[src/rtl/lc3_isdu_control.sv]
// LC-3 instruction sequencing/decode unit: Moore FSM driving datapath loads, gates,
// mux selects, ALU op and SRAM strobes, with MEM_WAIT-cycle memory accesses.
module lc3_isdu_control #(
  parameter int MEM_WAIT = 2
) (
  input  logic       Clk,
  input  logic       Reset,
  input  logic       Run,
  input  logic       Continue,
  input  logic [3:0] Opcode,
  input  logic       IR_5,
  input  logic       BEN,
  output logic       LD_MAR,
  output logic       LD_MDR,
  output logic       LD_IR,
  output logic       LD_BEN,
  output logic       LD_CC,
  output logic       LD_REG,
  output logic       LD_PC,
  output logic       LD_LED,
  output logic       GatePC,
  output logic       GateMDR,
  output logic       GateALU,
  output logic       GateMARMUX,
  output logic [1:0] PCMUX,
  output logic       ADDR1MUX,
  output logic [1:0] ADDR2MUX,
  output logic       SR1MUX,
  output logic       SR2MUX,
  output logic       DRMUX,
  output logic [1:0] ALUK,
  output logic       MIO_EN,
  output logic       Mem_OE,
  output logic       Mem_WE
);

  // state  | meaning
  // HALTED | idle after reset, waits for Run
  // S18    | MAR <- PC, PC <- PC+1
  // S33    | instruction read, MDR loads on last wait cycle
  // S35    | IR <- MDR
  // S32    | BEN latch, opcode dispatch
  // S1/S5/S9 | ADD / AND / NOT into DR
  // S0/S22 | BR test / BR taken
  // S12    | JMP
  // S4/S21 | JSR: R7 <- PC, then PC <- PC + off11
  // S6/S25/S27 | LDR: address, read, DR <- MDR
  // S7/S23/S16 | STR: address, MDR <- SR, write
  // P1/P2  | PAUSE: wait for Continue press, then release
  typedef enum logic [4:0] {
    HALTED, S18, S33, S35, S32, S1, S5, S9, S0, S22, S12,
    S4, S21, S6, S7, S25, S27, S23, S16, P1, P2
  } state_t;

  localparam int WCW = (MEM_WAIT > 1) ? $clog2(MEM_WAIT) : 1;
  localparam logic [WCW-1:0] WCNT_LAST = WCW'(MEM_WAIT - 1);

  state_t         state;
  logic [WCW-1:0] wcnt;
  logic           last;

  assign last = (wcnt == WCNT_LAST);

  // wcnt is zero on every memory-state entry because each exit clears it
  always_ff @(posedge Clk or negedge Reset) begin
    if (!Reset) begin
      state <= HALTED;
      wcnt  <= '0;
    end else begin
      case (state)
        HALTED: if (Run) state <= S18;
        S18:    state <= S33;
        S33: begin
          if (last) begin
            state <= S35;
            wcnt  <= '0;
          end else begin
            wcnt <= wcnt + 1'b1;
          end
        end
        S35:    state <= S32;
        S32: begin
          case (Opcode)
            4'b0001: state <= S1;
            4'b0101: state <= S5;
            4'b1001: state <= S9;
            4'b0000: state <= S0;
            4'b1100: state <= S12;
            4'b0100: state <= S4;
            4'b0110: state <= S6;
            4'b0111: state <= S7;
            4'b1101: state <= P1;
            default: state <= S18;
          endcase
        end
        S1, S5, S9, S22, S12, S21, S27: state <= S18;
        S0:     state <= BEN ? S22 : S18;
        S4:     state <= S21;
        S6:     state <= S25;
        S7:     state <= S23;
        S25: begin
          if (last) begin
            state <= S27;
            wcnt  <= '0;
          end else begin
            wcnt <= wcnt + 1'b1;
          end
        end
        S23:    state <= S16;
        S16: begin
          if (last) begin
            state <= S18;
            wcnt  <= '0;
          end else begin
            wcnt <= wcnt + 1'b1;
          end
        end
        P1:     if (Continue) state <= P2;
        P2:     if (!Continue) state <= S18;
        default: state <= HALTED;
      endcase
    end
  end

  always_comb begin
    LD_MAR = 1'b0; LD_MDR = 1'b0; LD_IR = 1'b0; LD_BEN = 1'b0;
    LD_CC = 1'b0; LD_REG = 1'b0; LD_PC = 1'b0; LD_LED = 1'b0;
    GatePC = 1'b0; GateMDR = 1'b0; GateALU = 1'b0; GateMARMUX = 1'b0;
    PCMUX = 2'b00; ADDR1MUX = 1'b0; ADDR2MUX = 2'b00;
    SR1MUX = 1'b0; SR2MUX = 1'b0; DRMUX = 1'b0; ALUK = 2'b00;
    MIO_EN = 1'b0; Mem_OE = 1'b0; Mem_WE = 1'b0;
    case (state)
      S18: begin
        GatePC = 1'b1; LD_MAR = 1'b1; LD_PC = 1'b1;
      end
      S33, S25: begin
        Mem_OE = 1'b1;
        LD_MDR = last;
      end
      S35: begin
        GateMDR = 1'b1; LD_IR = 1'b1;
      end
      S32: LD_BEN = 1'b1;
      S1, S5, S9: begin
        SR2MUX  = ~IR_5;
        ALUK    = (state == S1) ? 2'b00 : (state == S5) ? 2'b01 : 2'b10;
        GateALU = 1'b1; DRMUX = 1'b1; LD_REG = 1'b1; LD_CC = 1'b1;
      end
      S22: begin
        ADDR1MUX = 1'b1; ADDR2MUX = 2'b10; PCMUX = 2'b10; LD_PC = 1'b1;
      end
      S12: begin
        PCMUX = 2'b10; LD_PC = 1'b1;
      end
      S4: begin
        GatePC = 1'b1; LD_REG = 1'b1;
      end
      S21: begin
        ADDR1MUX = 1'b1; ADDR2MUX = 2'b11; PCMUX = 2'b10; LD_PC = 1'b1;
      end
      S6, S7: begin
        ADDR2MUX = 2'b01; GateMARMUX = 1'b1; LD_MAR = 1'b1;
      end
      S27: begin
        GateMDR = 1'b1; DRMUX = 1'b1; LD_REG = 1'b1; LD_CC = 1'b1;
      end
      S23: begin
        SR1MUX = 1'b1; ALUK = 2'b11; GateALU = 1'b1; MIO_EN = 1'b1; LD_MDR = 1'b1;
      end
      S16: Mem_WE = 1'b1;
      P1:  LD_LED = 1'b1;
      default: ;
    endcase
  end

endmodule

[config.mk]
export PLATFORM = sky130hd
export DESIGN_NAME = lc3_isdu_control
export DESIGN_NICKNAME = d
export VERILOG_FILES = /design/src/rtl/lc3_isdu_control.sv
export SDC_FILE = /design/constraint.sdc
export NUM_CORES = 1
export LEC_CHECK = 0
export ABC_AREA = 0
export CORE_MARGIN = 2
export CORE_UTILIZATION = 30
export CTS_CLUSTER_DIAMETER = 80
export DETAILED_ROUTE_END_ITERATION = 8
export HOLD_SLACK_MARGIN = 0.02
export SLEW_MARGIN = 0
export SYNTH_ARGS = -nofsm -noshare
export SYNTH_HDL_FRONTEND = slang
export SYNTH_SLANG_ARGS = --single-unit
[constraint.sdc]
create_clock -name Clk -period 1.8 [get_ports Clk]
set_input_delay 0.36 -clock Clk [delete_from_list [all_inputs] [get_ports Clk]]
set_output_delay 0.36 -clock Clk [all_outputs]
set_load 0.05 [all_outputs]
==> results, run 1 <==
- The flow ran to the end, but the final reports show violations.
- The checks that failed: setup timing.
- The filler cell count is 196.
- The largest family of logic cells by synthesized area is simple AND/OR/NAND/NOR gates.
- The xor and xnor area share after synthesis is 0.0476.
- The number of warnings reported in the yosys synthesis log is 0.
- The leakage power is 0.924 nW.
- Once layout is complete, the utilization of the core stands at 0.757.
- The final-stage net count is 213.
- For this run the aggregate overflow at the end of global routing stands at 0.
- Before antenna repair, the detailed router went through 4 iterations.
- Across every metal layer, demand over resource in global routing totals 0.220.
- The most critical setup path has its startpoint at state[0]$_DFFE_PN0P_.
- In this run the worst path has a maximum fanout of 8.
- The worst setup path is launched from a flop.
- The area inside the core boundary is 2980 sq um.
- The register share of total power is 0.069.
- In the final layout, the share of cells above drive strength 1 is 0.647.
- The switching power is 0.00247 W.
- Of the total power, the share spent switching nets is 0.498.
- The data required time at the worst endpoint is 1.44 ns.
- The clock tree buffer depth is 2.
- The kind of capture point of the worst setup path is an output pin.
- The critical path goes through buf_8, o32a_1, nor2_4, buf_12.
- The class of the worst hold path is in -> async.
- Total power for the finished layout comes to 0.00496 W.
- The data arrival at the endpoint of the critical path is 1.58 ns.
- The post-route standard cell area excluding fillers is 2250 sq um.
- The post-detailed-route wirelength per cell is 16.2 microns.
- The area fraction in compound gates after synthesis was 0.284.
- The share of total power dissipated in the clock network is 0.024.
- The synthesized design contains 6 register bits.
- For this run, the leading register cell type out of synthesis is sky130_fd_sc_hd__dfrtp_1.
- Across all hold checks on the routed design, the worst slack comes to 0.350 ns.
- Setup repair after global routing could not meet its margin everywhere.
- The number of antenna cells inserted is 0.
- The number of maximum-capacitance violations is 0.
- The maximum frequency from static timing analysis is 515 MHz.
- The final-report setup violation count is 22.
- The total standard cell area after synthesis is 921 sq um.
- The routed layout has 1293 vias.
- The setup path with the least slack is of type reg -> out.
- After detailed routing, the number of vias per cell comes to 5.53.
- After detailed routing, the total wire length is 3780 microns.
- Entering global routing, the biggest net connects 12 pins.
- The area share of and/or/nand/nor cells after synthesis is 0.360.
- After floorplanning, the core was divided into 20 placement rows.
- The total negative setup slack is -1.67 ns.
- The number of hold violations in the final report is 0.
- The instance area after placement is 1890 sq um.
- For this configuration, the core starts out at a cell density of 0.309.
- The count of nets left with antenna violations once routing finished came out at 0.
- The register clock-pin slew on the reported worst setup and hold paths is 0.05 ns.
- The most common library cell in the layout ignoring fill and taps is sky130_fd_sc_hd__buf_4.
- The routability congestion estimate is 0.940.
- The top cell types in the final layout, fill and taps aside, are sky130_fd_sc_hd__buf_4, sky130_fd_sc_hd__buf_12, sky130_fd_sc_hd__buf_6, sky130_fd_sc_hd__clkdlybuf4s50_1.
- The internal portion of the total power is 0.00249 W.
- The setup slack on the worst flop-to-flop path is -0.04 ns.
- When the netlist entered floorplanning its net count stood at 144.
- The worst-skew pair later-pin latency is 0.24 ns.
- The clock net sink count is 6.
- The end of the worst register-to-register path is state[2]$_DFFE_PN0P_.
- The portion of total power attributed to combinational logic is 0.906.
- The count of different cell masters after synthesis is 44.
- The number of global-route vias before repair is 1333.
- 35 I/O pins were placed.
- The worst IR drop on VDD is 1190 uV.
- The height of the die is 59.4 microns.
- In the routed design, unresolved DRC markers number 0.
- The worst register-to-register path has a depth of 7.
- The die is 59.4 microns wide.
- The most critical setup path has its endpoint at LD_PC.
- The post-synthesis area per instance is 6.87 sq um.
- The max-slew violation count is 0.
- The clock tree from TritonCTS is yes.
- After synthesis, the share of flip-flops with an asynchronous set or reset is 1.00.
- Of the synthesized area, sequential elements account for 0.163.
- The area share of fa/ha/maj cells after synthesis is 0.
- The mux cell area share after synthesis is 0.0462.
- After the first detailed-routing iteration, the DRC count stood at 56.
- The setup slack of the critical path after layout is -0.141 ns.
- The number of levels in the clock H-tree is 1.
- The count of buffers from port buffering is 33.
- The largest incremental delay on the critical path is 0.49 ns.
- The first global-routing pass estimated 6040 microns of wire.
- The power density relative to cell area is 2200 nW/um^2.
- The slowest stage of the critical path belongs to the cell sky130_fd_sc_hd__dfrtp_2.
- The number of antenna violations at the first check in global routing is 0.
- The clock buffer count from CTS is 3.
- The half-perimeter wire length after detailed placement is 2540 microns.
- The number of enable-type register cells in the synthesized netlist is 0.
- The area growth from synthesis to layout is 145%.
- Synthesis produced 134 cells.
- Between clock sinks in the finished design, the worst skew comes to 0.0123 ns.
- The die covers 3530 sq um.
- The worst register-to-register path begins at state[1]$_DFFE_PN0P_.
- The cell sitting at the root of the clock tree is a sky130_fd_sc_hd__clkbuf_4.
- In the finished design, the share of the clock period the worst path needs comes to 1.08.
- The post-layout minimum cycle time is 1.94 ns.
[power by group through the flow]
stage | Combinational [W] | Sequential [W] | Clock (W)
floorplan | 0.00244 | 0.000243 | 0
global placement | 0.00370 | 0.000318 | 0
detailed placement | 0.00373 | 0.000322 | 0
CTS | 0.00430 | 0.000326 | 0.000122
global route | 0.00471 | 0.000351 | 0.000130
finish | 0.00449 | 0.000344 | 0.000121
[how the worst min path moves through the flow]
stage | startpoint | to | depth (start not counted)
after floorplan | Reset | last$_DFFE_PN0P_ | 0
after global placement | last$_DFFE_PN0P_ | last$_DFFE_PN0P_ | 1
after detailed placement | last$_DFFE_PN0P_ | last$_DFFE_PN0P_ | 1
after CTS | Reset | last$_DFFE_PN0P_ | 1
after global routing | Reset | last$_DFFE_PN0P_ | 1
final | Reset | last$_DFFE_PN0P_ | 1
[Yosys cell counts, drive strengths merged, types with 2 or more instances]
| library cell | n | area share |
|---|---|---|
| a21oi | 15 | 0.082 |
| a31oi | 3 | 0.020 |
| and2b | 2 | 0.016 |
| buf | 11 | 0.071 |
| clkbuf | 5 | 0.020 |
| dfrtp | 6 | 0.16 |
| mux2 | 2 | 0.024 |
| mux2i | 2 | 0.022 |
| nand2 | 12 | 0.049 |
| nand2b | 5 | 0.034 |
| nand3 | 2 | 0.011 |
| nand3b | 4 | 0.033 |
| nor2 | 16 | 0.068 |
| nor2b | 4 | 0.027 |
| nor3 | 6 | 0.033 |
| o21ai | 6 | 0.037 |
| o22ai | 2 | 0.014 |
| or2 | 3 | 0.020 |
| or3 | 3 | 0.020 |
| xnor2 | 4 | 0.038 |
[area by class of cell]
cell class,instances,area (sq um),share of cell area
multi-input combinational,111,1030,0.458
timing repair buffer,80,998,0.443
sequential,6,155,0.0689
tap,33,41.3,0.0183
clock buffer,3,22.5,0.00999
inverter,1,3.75,0.00167
[metrics by stage]
| stage | setup slack [ns] | instances |
|---|---|---|
| CTS | -0.124 | 233 |
| floorplan | -0.112 | 134 |
| global placement | -0.195 | 213 |
| global route | -0.185 | 234 |
| finish | -0.141 | 234 |
| detailed placement | -0.232 | 213 |
[worst max-delay path, delay by kind of cell (launching register included)]
family | cells | cell delay, ns
and+or+nand+nor | 1 | 0.14
DFF | 1 | 0.49
buffers and inverters | 2 | 0.32
AOI/OAI and AO/OA | 1 | 0.38
[kinds of logic (layout without fill, tap and decap cells)]
| logic type | count (synthesis) | count (layout) |
|---|---|---|
| compound gates | 38 | 38 |
| simple gates | 63 | 63 |
| other cells | 1 | 1 |
| flops | 6 | 6 |
| xor+xnor | 5 | 5 |
| mux | 4 | 4 |
| buf+inv | 17 | 84 |
[timing repair]
item	in CTS	in global routing
setup buffers	17	1
resized for setup	33	19
setup endpoints to repair	25	28
hold buffers	0	0
pin swaps	19	12
[routing by layer]
layer	share of wire	wire (microns)	vias to the layer above	GRT usage
li1	-	-	616	-
met1	0.41	1570	616	0.276
met2	0.51	1940	57	0.399
met3	0.064	243	4	0.0306
met4	0.0087	33	0	0.0422
met5	0	0	-	0
[sequential cells by signal, summed over array words and instances, names as in the netlist]
signal  flops
last        1
state       5
No activity file was read; power rests on OpenSTA's default activity.
==> run 2: changes to the inputs <==
--- a/config.mk
+++ b/config.mk
@@ -9,3 +9,3 @@
 export CORE_MARGIN = 2
-export CORE_UTILIZATION = 30
+export CORE_UTILIZATION = 40
 export CTS_CLUSTER_DIAMETER = 80
@@ -13,2 +13,3 @@
 export HOLD_SLACK_MARGIN = 0.02
+export PLACE_DENSITY = 0.74
 export SLEW_MARGIN = 0
==> constraint.sdc (replaced) <==
create_clock -name Clk -period 1.8 [get_ports Clk]
set_input_delay 0.27 -clock Clk [delete_from_list [all_inputs] [get_ports Clk]]
set_output_delay 0.27 -clock Clk [all_outputs]
set_load 0.05 [all_outputs]
==> run 2 against run 1 <==
Effect of this change:
- the run now fails in 5_1_grt
- synthesized area did not move
- synthesized cell count did not move
==> results, run 2 <==
- Result of the run: aborted with a tool error (was finished with violations).
- The flow halted during 5_1_grt.
- The first error in the log reads "[ERROR DPL-0038] Utilization greater than 100%, impossible to legalize".
- The floorplan row count came to 17 (was 20).
- Biggest area contributors in the synthesized netlist: sky130_fd_sc_hd__dfrtp_1, sky130_fd_sc_hd__a21oi_1, sky130_fd_sc_hd__nor2_1 (unchanged).
- The main flop type after synthesis is sky130_fd_sc_hd__dfrtp_1 (unchanged).
- The cell accounting for the most synthesized area is sky130_fd_sc_hd__dfrtp_1 (unchanged).
- The count of different cell masters after synthesis is 44 (unchanged).
- Entering global routing, the biggest net connects 16 pins.
- The root buffer selected by CTS was sky130_fd_sc_hd__clkbuf_4 (unchanged).
- The synthesized instance count came to 134 (unchanged).
- The total standard cell area after synthesis was 921 sq um (unchanged).
- The routability congestion estimate came to 0.868 (was 0.940).
- The height of the die came to 52.0 microns (was 59.4 microns).
- The count of buffers from port buffering came to 33 (unchanged).
- Most frequent cells after synthesis: sky130_fd_sc_hd__a21oi_1, sky130_fd_sc_hd__nor2_1, sky130_fd_sc_hd__nand2_1 (unchanged).
- The clock buffer count from CTS is 3 (unchanged).
- The net count after synthesis is 144 (unchanged).
- The fraction of the yosys area taken by sequential cells is 0.163 (unchanged).
- The clock net sink count is 6 (unchanged).
- The number of enable-type register cells in the synthesized netlist is 0 (unchanged).
- The clock tree buffer depth is 2 (unchanged).
- The flip-flop and latch count after synthesis is 6 (unchanged).
- The worst endpoint after global-route timing repair is LD_CC.
- The half-perimeter wire length after detailed placement came to 2360 microns (was 2540 microns).
- The number of warnings reported in the yosys synthesis log is 0 (unchanged).
- The starting utilization of the core area was 0.420 (was 0.309).
- The proportion of netlist area held by the largest area contributor is 0.163 (unchanged).
- The number of top-level pins is 35 (unchanged).
- The post-synthesis area per instance came to 6.87 sq um (unchanged).
- The worst-path endpoint category is a primary output.
- The fraction of registers with async set/reset is 1.00 (unchanged).
- The width of the die is 52.0 microns (was 59.4 microns).
- The number of levels in the clock H-tree came to 1 (unchanged).
[run 2: logic make-up after synthesis]
kind of cell              after synthesis  share of synthesized area
and+or+nand+nor                        63                      0.360
AOI/OAI and AO/OA                      38                      0.284
buffers and inverters                  17                     0.0951
DFF                                     6                      0.163
xor gates and xnor gates                5                     0.0476
muxes                                   4                     0.0462
other                                   1                    0.00407
[run 2: repair_timing]
action | in CTS
gates cloned | 0
hold buffers | 0
buffers inserted | 11
pin swaps | 10
endpoints found under the hold margin | 0
endpoints found under the setup margin | 24
gates resized for setup | 35
[run 2: through the flow]
| step | util | setup WS [ns] | instances | area (sq um) |
|---|---|---|---|---|
| after detailed placement | 0.782 | -0.128 | 201 | 1710 |
| after CTS | 0.894 | -0.0993 | 215 | 1960 |
| after floorplan | - | -0.328 | 134 | 1050 |
| after global placement | 0.782 | -0.0754 | 201 | 1710 |
==> run 3: changes to the inputs <==
- CORE_UTILIZATION: 40 -> 25
- CTS_CLUSTER_DIAMETER: 80 -> default
- HOLD_SLACK_MARGIN: 0.02 -> default
- PLACE_DENSITY: 0.74 -> default
- PLACE_DENSITY_LB_ADDON: default -> 0.15
==> run 3 against run 2 <==
Effect of this change:
- the flow now finishes, with violations (setup timing)
==> results, run 3 (synthesis results as in run 1) <==
- The height of the die is 64.7 microns (was 52.0 microns).
- The via count is 1228.
- The clock net sink count is 6 (unchanged).
- After global routing the overflow that remains totals 0.
- The met2 track utilization from global routing is 0.272.
- The number of buffers and inverters on the critical path is 1.
- The maximum frequency from static timing analysis is 545 MHz.
- The number of hold-repair buffers added at the cts stage was 0 (unchanged).
- Once routing completed, OpenROAD measured the worst setup slack at -0.0353 ns.
- The startpoint identified for the worst register-to-register timing path is state[0]$_DFFE_PN0P_.
- The count of TritonRoute iterations in the first routing pass is 4.
- The first-pass GRT wire length is 5040 microns.
- The number of levels in the clock H-tree came to 1 (unchanged).
- The count of buffers from port buffering was 33 (unchanged).
- The area enclosed by the die boundary is 4180 sq um.
- The setup slack on the worst flop-to-flop path is 0.05 ns.
- Across the routed clock network, the largest skew measured is 0.00199 ns.
- The clock buffer count from CTS was 3 (unchanged).
- The number of top-level pins came to 35 (unchanged).
- The fraction of final layout cells sized beyond drive strength 1 is 0.606.
- The met1 usage is 0.178.
- The register share of total power is 0.069.
- Leaving out fill and tap cells, the most frequent cell in the layout is sky130_fd_sc_hd__buf_12.
- The critical path's top delay family is flip-flops.
- STA puts the critical path data required time at 1.53 ns.
- The post-detailed-route DRC marker count is 0.
- The routability congestion estimate was 0.841 (was 0.868).
- The checks that failed: setup timing.
- STA classifies the critical path startpoint as a flop.
- The flip-flop count of the largest register after layout is 5.
- Wires add up to 3460 microns.
- Of the total power, the share spent switching nets is 0.499.
- The area inside the core boundary is 3610 sq um.
- The root buffer selected by CTS was sky130_fd_sc_hd__clkbuf_8 (was sky130_fd_sc_hd__clkbuf_4).
- After detailed routing, the average wire length per cell comes to 14.4 microns.
- The top cell types in the final layout, fill and taps aside, are sky130_fd_sc_hd__buf_12, sky130_fd_sc_hd__buf_4, sky130_fd_sc_hd__buf_6, sky130_fd_sc_hd__nor2_1, sky130_fd_sc_hd__clkdlybuf4s50_1.
- The worst register-to-register path ends at state[3]$_DFFE_PN0P_.
- The clock tree buffer depth was 2 (unchanged).
- The clock network power share is 0.043.
- The detail route stage leaves a number of antenna-violating nets equal to 0.
- The worst IR drop on VDD is 943 uV.
- The max-slew violation count is 0.
- For this run, the number of standard cells in the final layout without fillers is 241.
- The slowest stage of the critical path belongs to the cell sky130_fd_sc_hd__dfrtp_2.
- The total track usage is 0.149.
- Walking the worst path, the cells encountered are or3_4, a21oi_4, a21o_1, buf_12.
- The starting utilization of the core area came to 0.255 (was 0.420).
- In the global route stage, met3 resource usage came out at 0.0243.
- The number of placed instances with taps included is 226 (was 201).
- The data arrival at the endpoint of the critical path is 1.57 ns.
- The floorplan row count was 22 (was 17).
- The largest incremental delay on the critical path is 0.45 ns.
- The layer flagged by global routing as most heavily used is met2.
- The worst-skew pair later-pin latency is 0.22 ns.
- In this run the power spent charging and discharging nets is 0.00233 W.
- The synthesis-to-layout area growth is 134%.
- For this run, the share of the core covered by cells in the final layout is 0.596.
- The worst setup path is captured at an output pin.
- The highest fanout seen on the critical path is 6.
- The post-layout minimum cycle time is 1.84 ns.
- TritonCTS built the clock tree.
- Entering global routing, the biggest net connects 20 pins.
- The start-to-end type of the worst setup path is reg -> out.
- Cell internal power was estimated by the tool at 0.00234 W.
- Setup repair after global routing could not meet its margin everywhere.
- Final hold analysis gives a worst-case slack of 0.303 ns.
- The final-stage net count is 205.
- In this run the worst hold path is classified as in -> async.
- The post-detailed-route via-to-cell ratio is 5.10.
- The initial detailed-routing violation count is 44.
- state holds more flip-flops than any other register.
- The number of maximum-capacitance violations is 0.
- The length in cells of the worst reg-to-reg path is 7.
- The final worst-path cycle share is 1.02.
- The half-perimeter wire length after detailed placement is 2450 microns (was 2360 microns).
- The number of global-route vias before repair came to 1108.
- Of the total power, combinational logic draws 0.888.
- The width of the die was 64.7 microns (was 52.0 microns).
- After clock tree synthesis, the clock-pin slew on the worst setup and hold paths is 0.04 ns.
- The number of antenna cells inserted is 0.
- Result of the run: finished with violations (was aborted with a tool error).
- The number of hold violations in the final report is 0.
- In this run the power density over the cells is 2170 nW/um^2.
- The leakage power is 0.863 nW.
- Setup violations remaining at the end of the flow were counted as 6.
- The number of antenna violations at the first check in global routing is 0.
[run 3: worst max path at each step]
stage / startpoint / endpoint / slack (ns) / depth (start not counted)
2_1_floorplan: state[4]$_DFFE_PN0P_ / LD_CC / -0.33 / 6
3_3_place_gp: Opcode[3] / state[0]$_DFFE_PN0P_ / -0.09 / 6
3_5_place_dp: Opcode[3] / state[0]$_DFFE_PN0P_ / -0.13 / 6
4_1_cts: state[2]$_DFFE_PN0P_ / LD_REG / -0.06 / 4
5_1_grt: state[2]$_DFFE_PN0P_ / DRMUX / -0.07 / 5
6_report: state[0]$_DFFE_PN0P_ / LD_MDR / -0.04 / 4
[run 3: power by group through the flow]
stage,sequential [W],combinational [W],clock [W]
after floorplan,0.000234,0.00212,0
after global placement,0.000329,0.00340,0
after detailed placement,0.000330,0.00342,0
after CTS,0.000322,0.00367,0.000207
after global routing,0.000326,0.00434,0.000211
final,0.000320,0.00414,0.000203
[run 3: timing repair]
| item | CTS | global route |
|---|---|---|
| gates resized for setup | 20 | 44 |
| gates cloned | 0 | 0 |
| setup endpoints to repair | 28 | 22 |
| pin swaps | 2 | 19 |
| buffers inserted | 5 | 7 |
[run 3: layout make-up]
class                      instances  area [sq um]
inverter                           1          3.75
clock buffer                       3          41.3
fill                             302          1460
timing repair buffer              72           936
tap                               48          60.1
sequential                         6           155
multi-input combinational        111           955
[run 3: metal layers]
metal | vias to the layer above | part of all wire | routed length, microns
met5 | - | 0 | 0
met4 | 0 | 0.010 | 36
met3 | 4 | 0.049 | 170
met2 | 43 | 0.51 | 1750
met1 | 583 | 0.43 | 1500
li1 | 598 | - | -
[run 3: stage by stage]
stage	setup WS, ns	area [sq um]	total power [W]	setup TNS, ns
floorplan	-0.328	1050	0.00235	-2.34
global placement	-0.0913	1790	0.00373	-0.265
detailed placement	-0.126	1790	0.00375	-0.328
CTS	-0.0552	1930	0.00420	-0.358
global route	-0.0678	2150	0.00488	-0.547
finish	-0.0353	2150	0.00466	-0.136
[run 3: worst register-to-register path, cell delays in order (launching register included)]
cell and delay, ns:
sky130_fd_sc_hd__dfrtp_2 0.45, sky130_fd_sc_hd__buf_6 0.15, sky130_fd_sc_hd__nor2b_1 0.14, sky130_fd_sc_hd__a32o_2 0.25
sky130_fd_sc_hd__a32oi_4 0.24, sky130_fd_sc_hd__buf_12 0.15, sky130_fd_sc_hd__o21ai_2 0.05, sky130_fd_sc_hd__a22o_1 0.21
==> run 4: changes to the inputs <==
- RECOVER_POWER: default -> 50
==> run 4 against run 3 <==
Effect of this change:
- the run still ends with setup timing left
- clock skew did not move
- hold slack improved by 0.070 ns
- setup slack did not move
- power barely moved
- clock-buffer cell count did not move
- final cell count did not move
- largest cell class unchanged
- highest routed layer unchanged
==> results, run 4 (synthesis results as in run 1) <==
- The clock net sink count came to 6 (unchanged).
- The power density relative to cell area is 2170 nW/um^2 (about the same).
- The setup slack of the critical path after layout was -0.0353 ns (unchanged).
- The first-pass GRT wire length was 5040 microns (unchanged).
- Result of the run: finished with violations (unchanged).
- The sequential cell area is 155 sq um (unchanged).
- The maximum frequency from static timing analysis is 545 MHz (unchanged).
- The width of the die is 64.7 microns (unchanged).
- The most common library cell in the layout ignoring fill and taps is sky130_fd_sc_hd__buf_12 (unchanged).
- The clock buffer count from CTS is 3 (unchanged).
- The critical register-to-register path startpoint is state[0]$_DFFE_PN0P_ (unchanged).
- The number of hold violations in the final report is 0 (unchanged).
- The setup slack on the worst flop-to-flop path came to 0.05 ns (about the same).
- The data arrival at the endpoint of the critical path is 1.57 ns (about the same).
- The post-layout minimum cycle time is 1.84 ns (unchanged).
- The synthesis-to-layout area growth came to 134% (unchanged).
- The routability congestion estimate is 0.841 (unchanged).
- The post-detailed-route wirelength per cell is 14.4 microns (unchanged).
- The fraction of final layout cells sized beyond drive strength 1 came to 0.606 (unchanged).
- The count of placed standard cells in the final layout, fillers left out came to 241 (unchanged).
- The register name with the most flops was state (unchanged).
- The half-perimeter wire length after detailed placement is 2450 microns (unchanged).
- The post-detailed-route DRC marker count is 0 (unchanged).
- The final-stage net count is 205 (unchanged).
- Most frequent cells in the layout: sky130_fd_sc_hd__buf_12, sky130_fd_sc_hd__buf_4, sky130_fd_sc_hd__buf_6, sky130_fd_sc_hd__nor2_1 (was sky130_fd_sc_hd__buf_12, sky130_fd_sc_hd__buf_4, sky130_fd_sc_hd__buf_6, sky130_fd_sc_hd__nor2_1, sky130_fd_sc_hd__clkdlybuf4s50_1).
- The worst-skew pair later-pin latency was 0.22 ns (about the same).
- The launch point of the critical path is state[0]$_DFFE_PN0P_ (unchanged).
- The highest fanout seen on the critical path is 6 (unchanged).
- The sum of overflow across all layers after global routing was 0 (unchanged).
- The number of levels in the clock H-tree is 1 (unchanged).
- The final routed wirelength across all metal layers is 3460 microns (unchanged).
- The floorplan row count is 22 (unchanged).
- The class of the worst hold path is in -> async (unchanged).
- The count of TritonRoute iterations in the first routing pass is 4 (unchanged).
- The total negative setup slack is -0.136 ns (unchanged).
- The root buffer selected by CTS is sky130_fd_sc_hd__clkbuf_8 (unchanged).
- The clock tree from TritonCTS is yes (unchanged).
- The number of global-route vias before repair is 1108 (unchanged).
- The number of nets still failing antenna checks after routing is 0 (unchanged).
- The starting utilization of the core area is 0.255 (unchanged).
- The kind of capture point of the worst setup path is an output pin (unchanged).
- The height of the die is 64.7 microns (unchanged).
- The start-to-end type of the worst setup path is reg -> out (unchanged).
- The worst IR drop on VDD is 943 uV (about the same).
- The end of the worst register-to-register path is state[3]$_DFFE_PN0P_ (unchanged).
- The flip-flop count of the largest register after layout is 5 (unchanged).
- The number of top-level pins was 35 (unchanged).
- The data required time at the worst endpoint is 1.53 ns (about the same).
- The number of antenna violations at the first check in global routing was 0 (unchanged).
- The final worst-path cycle share is 1.02 (unchanged).
- The clock tree buffer depth is 2 (unchanged).
- The number of maximum-capacitance violations came to 0 (unchanged).
- The register clock-pin slew on the reported worst setup and hold paths was 0.04 ns (about the same).
- The number of placed instances with taps included was 226 (unchanged).
- The length in cells of the worst reg-to-reg path is 7 (unchanged).
- The final-report setup violation count is 6 (unchanged).
- Violated checks: setup timing (unchanged).
- The filler cell count is 302 (unchanged).
- Unrepaired setup endpoints after global routing: true (unchanged).
- The final setup skew is 0.00199 ns (unchanged).
- The worst setup path endpoint is LD_MDR (unchanged).
- The max-slew violation count came to 0 (unchanged).
- The number of antenna cells inserted is 0 (unchanged).
- The final-layout worst hold slack is 0.374 ns (was 0.303 ns).
- The category of the worst setup path launch point is a flop (unchanged).
- The area of combinational cells with multiple inputs came to 955 sq um (unchanged).
- The count of buffers from port buffering came to 33 (unchanged).
- The initial detailed-routing violation count is 44 (unchanged).
- The leakage power came to 0.863 nW (about the same).
- The number of hold-repair buffers added at the cts stage is 0 (unchanged).
- The via count is 1228 (unchanged).
- The largest net degree at the start of global routing is 20 (unchanged).
- The post-detailed-route via-to-cell ratio is 5.10 (unchanged).
- The total track usage came to 0.149 (unchanged).
- The area enclosed by the die boundary is 4180 sq um (unchanged).
- The area inside the core boundary is 3610 sq um (unchanged).
run 4: metal layers:
metal | vias up | wire length, microns | part of all wire | track usage
li1 | 598 | - | - | -
met1 | 583 | 1500 | 0.43 | 0.178
met2 | 43 | 1750 | 0.51 | 0.272
met3 | 4 | 170 | 0.049 | 0.0243
met4 | 0 | 36 | 0.010 | 0.0452
met5 | - | 0 | 0 | 0
run 4: power by group:
| group | leakage (nW) | total, W | internal, W | switching (W) |
|---|---|---|---|---|
| Combinational | 0.771 | 0.00414 | 0.00199 | 0.00215 |
| Clock | 0.0216 | 0.000203 | 0.000144 | 0.0000589 |
| Sequential | 0.0703 | 0.000320 | 0.000206 | 0.000114 |
| Total | 0.863 | 0.00466 | 0.00234 | 0.00233 |
run 4: final cells by class:
type | count | area share
Tap cell | 48 | 0.0279
Inverter | 1 | 0.00175
Sequential cell | 6 | 0.0721
Clock buffer | 3 | 0.0192
Timing Repair Buffer | 72 | 0.435
Multi-Input combinational cell | 111 | 0.444
run 4: repair_timing:
action	in CTS	in global routing
buffers inserted	5	7
setup endpoints to repair	28	22
gates resized for setup	20	44
pin swaps	2	19
run 4: how the worst min path moves through the flow:
stage	start	slack, ns	depth (start not counted)	end
floorplan	Reset	-0.03	0	last$_DFFE_PN0P_
global placement	last$_DFFE_PN0P_	0.50	1	last$_DFFE_PN0P_
detailed placement	last$_DFFE_PN0P_	0.50	1	last$_DFFE_PN0P_
CTS	Reset	0.31	1	last$_DFFE_PN0P_
global route	Reset	0.38	1	last$_DFFE_PN0P_
finish	Reset	0.37	1	last$_DFFE_PN0P_
run 4: worst max-delay path, stage by stage (launching register included):
cell and delay [ns]:
sky130_fd_sc_hd__dfrtp_2 0.45, sky130_fd_sc_hd__or3_4 0.44, sky130_fd_sc_hd__a21oi_4 0.15, sky130_fd_sc_hd__a21o_1 0.16, sky130_fd_sc_hd__buf_12 0.14
run 4: through the flow:
step / power, W / util / area, sq um / worst slack [ns]
after floorplan: 0.00235 / - / 1050 / -0.328
after global placement: 0.00373 / 0.496 / 1790 / -0.0913
after detailed placement: 0.00375 / 0.496 / 1790 / -0.126
after CTS: 0.00420 / 0.535 / 1930 / -0.0552
after global routing: 0.00488 / 0.596 / 2150 / -0.0678
final: 0.00466 / 0.596 / 2150 / -0.0353
